[config.mk]
export PLATFORM = sky130hd
export DESIGN_NAME = triple_vote_sampler
export DESIGN_NICKNAME = d
export VERILOG_FILES = /design/src/rtl/triple_vote_sampler_pkg.sv /design/src/rtl/triple_vote_sampler_maj3.sv /design/src/rtl/triple_vote_sampler.sv
export SDC_FILE = /design/constraint.sdc
export NUM_CORES = 1
export LEC_CHECK = 0
export CORE_UTILIZATION = 50
export DETAILED_ROUTE_END_ITERATION = 10
export HOLD_SLACK_MARGIN = 0.06
export PLACE_DENSITY_LB_ADDON = 0.2
export SLEW_MARGIN = 5
export SYNTH_ARGS = -nofsm -noshare
export SYNTH_HDL_FRONTEND = slang
export SYNTH_HIERARCHICAL = 1
export SYNTH_SLANG_ARGS = --single-unit
[constraint.sdc]
create_clock -name clk -period 1.7 [get_ports clk]
set_input_delay 0.255 -clock clk [delete_from_list [all_inputs] [get_ports clk]]
set_output_delay 0.255 -clock clk [all_outputs]
set_load 0.05 [all_outputs]
[src/rtl/triple_vote_sampler_pkg.sv]
// Shared types and constants for the triple-sample majority-vote front end.
package triple_vote_sampler_pkg;

  typedef enum logic [0:0] {
    IDLE = 1'b0,
    RUN  = 1'b1
  } state_t;

  localparam int OSR_DEFAULT = 16;

  typedef struct packed {
    int lo;
    int mid;
    int hi;
  } sample_phases_t;

  // Three consecutive phases straddling the middle of the bit period.
  function automatic sample_phases_t sample_phases(input int osr);
    sample_phases_t p;
    p.lo  = osr / 2 - 1;
    p.mid = osr / 2;
    p.hi  = osr / 2 + 1;
    return p;
  endfunction

endpackage

[src/rtl/triple_vote_sampler_maj3.sv]
// Three-input majority gate used to vote the mid-bit samples.
module triple_vote_sampler_maj3 (
  input  logic a,
  input  logic b,
  input  logic c,
  output logic y
);

  assign y = (a & b) | (a & c) | (b & c);

endmodule

[src/rtl/triple_vote_sampler.sv]
// Oversampling front end: votes three mid-bit samples per bit period and
// presents the result through a single-entry valid/ready output register.
module triple_vote_sampler
  import triple_vote_sampler_pkg::*;
#(
  parameter int OSR   = OSR_DEFAULT,
  parameter int CNT_W = 8
) (
  input  logic             clk,
  input  logic             rst,
  input  logic             en,
  input  logic             din,
  output logic             bit_out,
  output logic             bit_valid,
  input  logic             bit_ready,
  output logic             disagree,
  output logic [CNT_W-1:0] dis_cnt,
  output logic             overrun,
  input  logic             ovr_clr
);

  localparam int             PW      = $clog2(OSR);
  localparam sample_phases_t SP      = sample_phases(OSR);
  localparam logic [PW-1:0]  PH_L    = PW'(SP.lo);
  localparam logic [PW-1:0]  PH_M    = PW'(SP.mid);
  localparam logic [PW-1:0]  PH_H    = PW'(SP.hi);
  localparam logic [PW-1:0]  PH_LAST = PW'(OSR - 1);
  localparam logic [PW-1:0]  PH_ONE  = PW'(1);
  localparam logic [PW-1:0]  PH_ZERO = {PW{1'b0}};
  localparam logic [CNT_W-1:0] CNT_MAX = {CNT_W{1'b1}};
  localparam logic [CNT_W-1:0] CNT_ONE = CNT_W'(1);

  state_t          state, state_next;
  logic [PW-1:0]   phase, phase_next;
  logic            s0, s0_next;
  logic            s1, s1_next;
  logic            vote;
  logic            uni;
  logic            vote_edge;
  logic            ovr_set;
  logic            bit_out_next;
  logic            bit_valid_next;
  logic            disagree_next;
  logic [CNT_W-1:0] dis_cnt_next;
  logic            overrun_next;

  triple_vote_sampler_maj3 u_maj3 (
    .a (s0),
    .b (s1),
    .c (din),
    .y (vote)
  );

  assign uni       = (s0 == s1) && (s1 == din);
  assign vote_edge = (state == RUN) && en && (phase == PH_H);

  // State, phase and sample registers.
  always_ff @(posedge clk) begin
    if (rst) begin
      state <= IDLE;
      phase <= PH_ZERO;
      s0    <= 1'b0;
      s1    <= 1'b0;
    end else begin
      state <= state_next;
      phase <= phase_next;
      s0    <= s0_next;
      s1    <= s1_next;
    end
  end

  // Next-state: dropping en anywhere in RUN abandons the partial period.
  always_comb begin
    state_next = state;
    phase_next = phase;
    s0_next    = s0;
    s1_next    = s1;
    case (state)
      IDLE: begin
        phase_next = PH_ZERO;
        s0_next    = 1'b0;
        s1_next    = 1'b0;
        if (en) begin
          state_next = RUN;
        end else begin
          state_next = IDLE;
        end
      end
      RUN: begin
        if (en) begin
          state_next = RUN;
          if (phase == PH_LAST) begin
            phase_next = PH_ZERO;
          end else begin
            phase_next = phase + PH_ONE;
          end
          if (phase == PH_L) begin
            s0_next = din;
          end else begin
            s0_next = s0;
          end
          if (phase == PH_M) begin
            s1_next = din;
          end else begin
            s1_next = s1;
          end
        end else begin
          state_next = IDLE;
          phase_next = PH_ZERO;
          s0_next    = 1'b0;
          s1_next    = 1'b0;
        end
      end
      default: begin
        state_next = IDLE;
        phase_next = PH_ZERO;
        s0_next    = 1'b0;
        s1_next    = 1'b0;
      end
    endcase
  end

  // Output-register update: a load may coincide with consumption of the held bit.
  always_comb begin
    bit_out_next   = bit_out;
    bit_valid_next = bit_valid;
    disagree_next  = disagree;
    dis_cnt_next   = dis_cnt;
    ovr_set        = 1'b0;
    if (vote_edge) begin
      if (!bit_valid || bit_ready) begin
        bit_out_next   = vote;
        bit_valid_next = 1'b1;
        disagree_next  = ~uni;
      end else begin
        ovr_set = 1'b1;
      end
      if (!uni && (dis_cnt != CNT_MAX)) begin
        dis_cnt_next = dis_cnt + CNT_ONE;
      end else begin
        dis_cnt_next = dis_cnt;
      end
    end else if (bit_valid && bit_ready) begin
      bit_valid_next = 1'b0;
    end else begin
      bit_valid_next = bit_valid;
    end
    if (ovr_set) begin
      overrun_next = 1'b1;
    end else if (ovr_clr) begin
      overrun_next = 1'b0;
    end else begin
      overrun_next = overrun;
    end
  end

  // Registered outputs.
  always_ff @(posedge clk) begin
    if (rst) begin
      bit_out   <= 1'b0;
      bit_valid <= 1'b0;
      disagree  <= 1'b0;
      dis_cnt   <= {CNT_W{1'b0}};
      overrun   <= 1'b0;
    end else begin
      bit_out   <= bit_out_next;
      bit_valid <= bit_valid_next;
      disagree  <= disagree_next;
      dis_cnt   <= dis_cnt_next;
      overrun   <= overrun_next;
    end
  end

endmodule

======== After elaboration in Yosys (flattened, before gate mapping) ========
Cells that the tools add are included.
word-level totals
  register bits after elaboration ......... 19
  word-level logic and storage cells ...... 58
cells by class
  equality and inequality tests ........... 10
  multiplexer cells ....................... 17
  $add $sub $neg .......................... 2
  bitwise operators ....................... 7
  reduce and logical (&&, ||, !) cells .... 13
operators by type and width
  kind                                                                   count
  4-bit equality test, second input constant                             3
  1-bit 2-to-1 mux                                                       12
  8-bit by 1-bit adder with 8-bit output, second input constant          1
  4-bit 2-to-1 mux                                                       2
  8-bit != test, second input constant                                   1
  4-bit case mux with 2 select lines                                     1
  3-bit by 2-bit != test with 1-bit output, second input constant        2
  2-bit AND reduction                                                    3
  1-bit logical AND                                                      5
  4-bit by 1-bit adder with 4-bit output, second input constant          1
  4-bit by 3-bit equality test with 1-bit output, second input constant  1
  1-bit case mux with 2 select lines                                     2
  2-bit nonzero test                                                     2
  1-bit bitwise AND                                                      3
  1-bit equality test                                                    2
  1-bit zero test                                                        2
  2-bit by 1-bit != test with 1-bit output, second input constant        1
  1-bit inverter                                                         2
  1-bit OR                                                               2
  1-bit logical OR                                                       1

======== Depth between registers and ports, before layout ========
Gate-level depths: netlist of the first run.
  depth after elaboration ................. 5
  gate-level depth with buffers ........... 6

======== Cells and area by module ========
Netlist of the first run, hierarchy kept.
modules (own cells, without submodules)
  module                    area an instance (um2)  cells each  times used
  triple_vote_sampler       932.1                   105         1
  triple_vote_sampler_maj3  11.3                    1           1

======== Worst setup path before layout of the first run ========
Ideal clock, no wire load.
  kind .................................... register -> register
  start point ............................. register dis_cnt[0]
  end point ............................... register dis_cnt[4]
  data arrival time ....................... 1.654 ns
  path slack .............................. -0.075 ns
  period minus slack after synthesis ...... 1.775 ns
  path buffers ............................ 0
  stages on the path, launching flop included .. 6
  cell sequence ........................... dfxtp_1 -> ha_1 -> nand3_1 -> nor2_1 -> nor4_1 -> mux2_2
on the way
  longest elaborated chain between the ends .. 3
  elaborated cells on any way between the ends .. 4
RTL lines
  element                                                                         RTL line                    RTL
  start, declared                                                                 triple_vote_sampler.sv:17   output logic [CNT_W-1:0] dis_cnt,
  start signal, assigned                                                          triple_vote_sampler.sv:163  dis_cnt <= {CNT_W{1'b0}};
  start signal, assigned                                                          triple_vote_sampler.sv:169  dis_cnt <= dis_cnt_next;
  branches (longest 3 deep; another with 8-bit by 1-bit adder with 8-bit output)  -
Parallel ways; which one is timed is not known.
A chain may end at the register's enable or synchronous reset.

======== Final worst setup path of the first run ========
  start point ............................. register phase[1]
  end point ............................... register dis_cnt[0]
on the way
  longest elaborated chain between the ends .. 3
RTL lines
  element                               RTL line                   RTL
  start, declared                       triple_vote_sampler.sv:34  logic [PW-1:0] phase, phase_next;
  start signal, assigned                triple_vote_sampler.sv:66  phase <= phase_next;
  4-bit equality test                   triple_vote_sampler.sv:55  assign vote_edge = (state == RUN) && en && (phase == PH_H);
  1-bit logical AND                     triple_vote_sampler.sv:55
  2-bit AND reduction (no source line)  -
No other way between the ends.

==> results.ini, run 1 <==
[run_status]
status = finished clean

[critical_path]
worst_ep_arrival_time_ns = 1.85
worstSetupPathType = register to register
critPathCaptureType = register
rr_endpoint = dis_cnt[0]
worstSetupStartpoint = phase[1]
r2r-start = phase[1]
cp-start-kind = register
max_fanout_on_critical_path = 8
worstPathRequired_ns = 1.94
reg2reg_slack_ns = 0.08
worstRegToRegCells = 6
critPathCapture = dis_cnt[0]

[sta]
tightest_slew_ns = 0.3697
skew_ns = 0.002079
post-route-min-period_ns = 1.615
rsz0062_at_grt = yes
clock.fmax_ghz = 0.6191
finalHoldViolCount = 0
finalCritPeriodShare_pct = 95.01
slew_viol_final = 0
finalWorstSetupSlack_ns = 0.08480
timing.max_slew.rel_slack_pct = 75.26
timing.final.setup_violations = 0

[final_layout]
area_delta_synth_final_pct = 27.45
fill_cells = 164
final_cell_utilization_of_the_core_pct = 68.89
diodes = 0
drive_above_1_share_pct = 29.55
nets = 143

[logic_synthesis]
syn_area_per_cell_um2 = 8.900
synth_cell_types = 30
synth-edff-count = 0
post_synth_instance_area_um2 = 943.4
yosysTopAreaCellShare_pct = 40.32
post-synth-top-area-cell = dfxtp_1
asyncSetResetFlopFracSynth_pct = 0
syn_inst = 106
yosys_warnings = 6
synth_flop_cell = dfxtp_1
synthesized_flop_and_latch_total = 19
synth_commonest_cells = dfxtp_1 (19), nor2_1 (12), a21oi_1 (7), nand3_1 (7), nand2_1 (6)
synth.yosys.seq_area_share_pct = 40.32
yosysMostFrequentCell = dfxtp_1
post_synth_main_area_contributors = dfxtp_1 (40%), ha_1 (5.3%), nor2_1 (4.8%)
syn_nets = 116

[grt]
global_route_wire_length_before_repair_mm = 3.125
grt_pass1_vias = 764
initial_antenna_violation_count = 0
final_global_route_overflow_total = 0
track_usage_pct = 21.39
largest_net_degree_at_the_start_of_global_routing = 17

[floorplanning]
dieArea_mm2 = 0.002064
num_io_pins = 18
site_rows = 15
overall_die_height_um = 45.44
die_width_um = 45.44
initial_core_utilization_pct = 54.05
core-area_mm2 = 0.001745

[cts]
h-tree-depth = 1
cts_root_buffer = clkbuf_4
cts.path.max_buffers = 2
clkSinkCount = 19
tritoncts = yes
clkSlewWorstSetupHoldPaths_ns = 0.11
clock_insertion_delay_worst_skew_ns = 0.30
cts_inserted_buffers = 3

[power_and_ir_drop]
power_leakage_nw = 0.4476
worst_ir_drop_vdd_uv = 371.7
post_route_total_power_w = 0.0007222
power_density_mw_per_mm2 = 600.6

[detailed_routing]
finalWirelength_mm = 1.891
route.vias.total = 852
detailedRoute.firstIterationViolations = 10
vias_per_std_cell = 5.427
detail-route-antenna-nets = 0
wire_per_inst_um = 12.04
drc = 0
drt_pass1_iterations = 4

[placed_design]
port-buffer-count = 17
place.detailed.hpwl_mm = 1.424
place_worst_setup_slack_ns = -0.2352
gp_congestion = 0.7565

[job]
max-cap-violations = 0

[hold_path]
timing.hold.worst.class = register to register

## stage by stage
| stage | hold slack (ns) | cells | setup TNS [ns] | area (um2) |
|---|---|---|---|---|
| floorplan | 0.3381 | 106 | 0 | 948.4 |
| detailed placement | 0.4696 | 152 | -1.426 | 1159 |
| global placement | 0.4619 | 152 | -1.084 | 1159 |
| finish | 0.4809 | 157 | 0 | 1202 |
| CTS | 0.4848 | 156 | 0 | 1185 |
| global route | 0.5157 | 157 | -0.03150 | 1202 |
## cell usage in the layout, fill, tap and decap left out, types with 2 or more instances in the layout
cell type         n
a21oi_1           7
nand2_1           6
mux2_2            3
nand2b_1          4
mux2i_1           2
clkbuf_4          3
or3_1             2
inv_1             5
or4_1             4
dfxtp_2           5
o21ai_0           4
nor2_1           12
ha_1              3
buf_4            20
o31ai_1           3
clkdlybuf4s50_1   5
dfxtp_1          14
nor4_1            3
nand3_1           7
nor2b_1           5
## sequential cells by signal, summed over array words and instances, names as in the netlist
register	flops
bit_out	1
overrun	1
phase	4
disagree	1
state	1
s1	1
dis_cnt	8
bit_valid	1
s0	1
## cells by family (layout without fill, tap and decap cells)
kind of cell               count (synthesis)  in the layout  share of synthesized area [%]
AOI/OAI and AO/OA                         17             17                          11.67
xor gates and xnor gates                   2              2                          1.857
adders and majority gates                  5              5                          6.499
buffers and inverters                      8             34                          3.448
DFF                                       19             19                          40.32
muxes                                      5              5                          5.703
and+or+nand+nor                           50             50                          30.50
## final cells by class
cell class	count	area, um2	area share (%)
inverter	5	18.77	1.561
multi-input combinational	79	539.3	44.85
sequential	19	386.6	32.15
clock buffer	4	26.28	2.185
timing repair buffer	25	200.2	16.65
tap	25	31.28	2.601
## worst min path at each step
stage          startpoint       end  slack, ns  cells after the start
6_report         disagree  disagree       0.48                      2
5_1_grt          disagree  disagree       0.52                      2
4_1_cts          disagree  disagree       0.48                      2
3_5_place_dp     disagree  disagree       0.47                      2
3_3_place_gp      bit_out   bit_out       0.46                      2
2_1_floorplan         rst     state       0.34                      1
## worst max-delay path, cell delays in order, from the launching register on
cell and delay (ns):
dfxtp_1 0.34, inv_1 0.08, ha_2 0.19, nand4_4 0.11, buf_4 0.19, or4_1 0.50
a21oi_1 0.14
## metal layers
layer	GRT usage [%]	vias to the layer above	part of all wire [%]
li1	-	429	-
met1	25.99	397	46
met2	35.14	21	48
met3	4.762	5	3.3
met4	10.91	0	2.2
met5	0	-	0
## what timing repair did
item | in CTS | in global routing
hold buffers | 0 | 0
setup buffers | 0 | 1
gates resized for setup | 0 | 3
setup endpoints to repair | 0 | 7
## power by group
group          switching [W]  internal, W  total (W)  leakage, nW
combinational      0.0000202    0.0000221  0.0000423        0.277
clock               0.000140    0.0000915   0.000231       0.0150
sequential        0.00000170     0.000447   0.000448        0.156
total               0.000162     0.000560   0.000722        0.448
Note: power is estimated with default switching activity, not from simulation.
==> inputs of run 2 (changes only) <==
--- a/config.mk
+++ b/config.mk
@@ -5,12 +5,12 @@
 export SDC_FILE = /design/constraint.sdc
 export NUM_CORES = 1
 export LEC_CHECK = 0
-export CORE_UTILIZATION = 50
+export CORE_UTILIZATION = 49
+export CTS_CLUSTER_SIZE = 16
 export DETAILED_ROUTE_END_ITERATION = 10
 export HOLD_SLACK_MARGIN = 0.06
 export PLACE_DENSITY_LB_ADDON = 0.2
 export SLEW_MARGIN = 5
 export SYNTH_ARGS = -nofsm -noshare
 export SYNTH_HDL_FRONTEND = slang
-export SYNTH_HIERARCHICAL = 1
 export SYNTH_SLANG_ARGS = --single-unit
==> results.ini, run 2 <==
[hold_path]
timing.hold.worst.class = register to register
hold_path.startpoint = overrun
worst_hold_path_stage_count = 2
min_delay_worst_endpoint = overrun

[sta]
finalHoldViolCount = 0
skew_ns = 0.002336
clock.fmax_ghz = 0.6107
timing.final.setup_violations = 0
slew_viol_final = 0
tightest_slew_ns = 0.3755
finalCritPeriodShare_pct = 96.33
post-route-min-period_ns = 1.638
timing.hold.ws_ns = 0.5030
timing.max_slew.rel_slack_pct = 74.32
rsz0062_at_grt = no
finalWorstSetupSlack_ns = 0.06246

[floorplanning]
die_width_um = 44.70
num_io_pins = 18
initial_core_utilization_pct = 51.74
dieArea_mm2 = 0.001998
overall_die_height_um = 44.70
site_rows = 15
core-area_mm2 = 0.001727

[final_layout]
diodes = 0
regMostFlops = dis_cnt
layout.cells.most_common = buf_4
largest_registers = dis_cnt x8, phase x4
area_delta_synth_final_pct = 33.61
layout_common_cells = buf_4 (20), dfxtp_1 (12), nor2_1 (11)
max_reg_flops = 8
drive_above_1_share_pct = 32.80
nets = 138

[run_status]
status = finished clean

[placed_design]
place_worst_setup_slack_ns = -0.3098
gp_congestion = 0.7691
place.detailed.hpwl_mm = 1.354
port-buffer-count = 17

[critical_path]
rr_endpoint = dis_cnt[4]
worstSetupPathType = primary input to register
cp-start-kind = primary input
critPathCaptureType = register
worstPathRequired_ns = 1.94
critical_path.max_stage_delay_ns = 0.54
cp_cell_sequence = clkdlybuf4s50_1, ha_1, or2_4, nand3_4, or4_4, a21oi_2
worstSetupStartpoint = din
reg2reg_slack_ns = 0.07
worstRegToRegCells = 6
worst_ep_arrival_time_ns = 1.88
max_fanout_on_critical_path = 6
r2r-start = phase[1]
crit_slowest_cell = or4_4

[cts]
clkSlewWorstSetupHoldPaths_ns = 0.11
cts_root_buffer = clkbuf_4
clock_insertion_delay_worst_skew_ns = 0.30
cts.path.max_buffers = 2
h-tree-depth = 1
cts-hold-fix-buffers = 0
cts_inserted_buffers = 3
clkSinkCount = 19
tritoncts = yes

[grt]
track_usage_pct = 20.76
largest_net_degree_at_the_start_of_global_routing = 12
grt_pass1_vias = 737
initial_antenna_violation_count = 0
global_route_wire_length_before_repair_mm = 2.980
final_global_route_overflow_total = 0

[logic_synthesis]
syn_inst = 98
synthesized_flop_and_latch_total = 19
yosysTopAreaCellShare_pct = 42.58
post_synth_instance_area_um2 = 893.4
post-synth-top-area-cell = dfxtp_1
syn_area_per_cell_um2 = 9.116
synth_cell_types = 35
yosys_warnings = 0
syn_nets = 110
synth_commonest_cells = dfxtp_1 (19), nor2_1 (12), a21oi_1 (8)
synth_flop_cell = dfxtp_1
asyncSetResetFlopFracSynth_pct = 0
synth-edff-count = 0
post_synth_main_area_contributors = dfxtp_1 (43%), ha_1 (8.4%), nor2_1 (5.0%)
yosysMostFrequentCell = dfxtp_1
synth.yosys.seq_area_share_pct = 42.58

[detailed_routing]
route.vias.total = 801
vias_per_std_cell = 5.340
detail-route-antenna-nets = 0
wire_per_inst_um = 12.16
drt_pass1_iterations = 4
detailedRoute.firstIterationViolations = 11
finalWirelength_mm = 1.824
drc = 0

[power_and_ir_drop]
power_leakage_nw = 0.4676
power_density_mw_per_mm2 = 603.0
worst_ir_drop_vdd_uv = 538.7

[job]
max-cap-violations = 0

-- run 2: cell types whose count changed in the layout (fill, tap and decap cells not counted), sizes merged, moves of 2 or more --
cell    previous run  this run
nor2b              6         3
nand3b             0         2
nand2b             4         1
o21ai              4         2
ha                 4         6
or4                4         2
mux2               3         1
nand3              7         5
nor4               4         2
-- run 2: cell type report --
cell class                 count  area (um2)
clock buffer                   3       22.52
clock inverter                 1       5.005
fill                         146       533.0
inverter                       5       18.77
multi-input combinational     72       526.8
sequential                    19       389.1
tap                           25       31.28
timing repair buffer          25       200.2
-- run 2: per-layer routing --
metal | up-vias | routed length [um] | track usage (%)
met5 | - | 0 | 0
met4 | 0 | 37 | 12.12
met3 | 5 | 41 | 5.200
met2 | 12 | 944 | 34.71
met1 | 374 | 800 | 24.00
li1 | 410 | - | -
-- run 2: metrics by stage --
step,std cells,instance area [um2],total power (W),setup TNS [ns],util (%)
3_3_place_gp,145,1116,0.0004918,-1.558,64.64
2_1_floorplan,98,907.1,0.0004697,0,-
3_5_place_dp,145,1116,0.0004929,-1.850,64.64
5_1_grt,150,1194,0.0007430,0,69.13
4_1_cts,149,1159,0.0007254,0,67.10
6_report,150,1194,0.0007197,0,69.13
-- run 2: cells by family (layout without fill, tap and decap cells) --
| logic type | count (synthesis) | after routing | share of synthesized area (%) |
|---|---|---|---|
| and+or+nand+nor | 41 | 41 | 25.07 |
| xor gates and xnor gates | 2 | 2 | 1.961 |
| adders and majority gates | 6 | 6 | 8.403 |
| DFF | 19 | 19 | 42.58 |
| muxes | 4 | 4 | 4.622 |
| buffers and inverters | 7 | 34 | 3.781 |
| AOI/OAI and AO/OA | 19 | 19 | 13.59 |
-- run 2: how the worst max path moves through the flow --
stage / to / slack, ns
after floorplan: dis_cnt[5] / 0.004
after global placement: dis_cnt[5] / -0.25
after detailed placement: dis_cnt[4] / -0.31
after CTS: dis_cnt[4] / 0.01
after global routing: dis_cnt[4] / 0.005
final: dis_cnt[4] / 0.06
-- run 2: what timing repair did --
item                                   CTS  global route
setup buffers                            0             1
endpoints found under the hold margin    0             0
pin swaps                                0             2
resized for setup                        3             7
setup endpoints to repair                2             6
-- run 2: report_power, final --
part,internal (W),switching (W),total [W]
registers,0.000447,0.00000317,0.000450
logic,0.0000208,0.0000148,0.0000356
clock network,0.0000879,0.000146,0.000234
-- run 2: critical path, delay by kind of cell --
kind | cells | cell delay (ns)
AOI/OAI and AO/OA | 1 | 0.14
adders and majority gates | 1 | 0.29
buffers and inverters | 1 | 0.42
and+or+nand+nor | 3 | 0.78
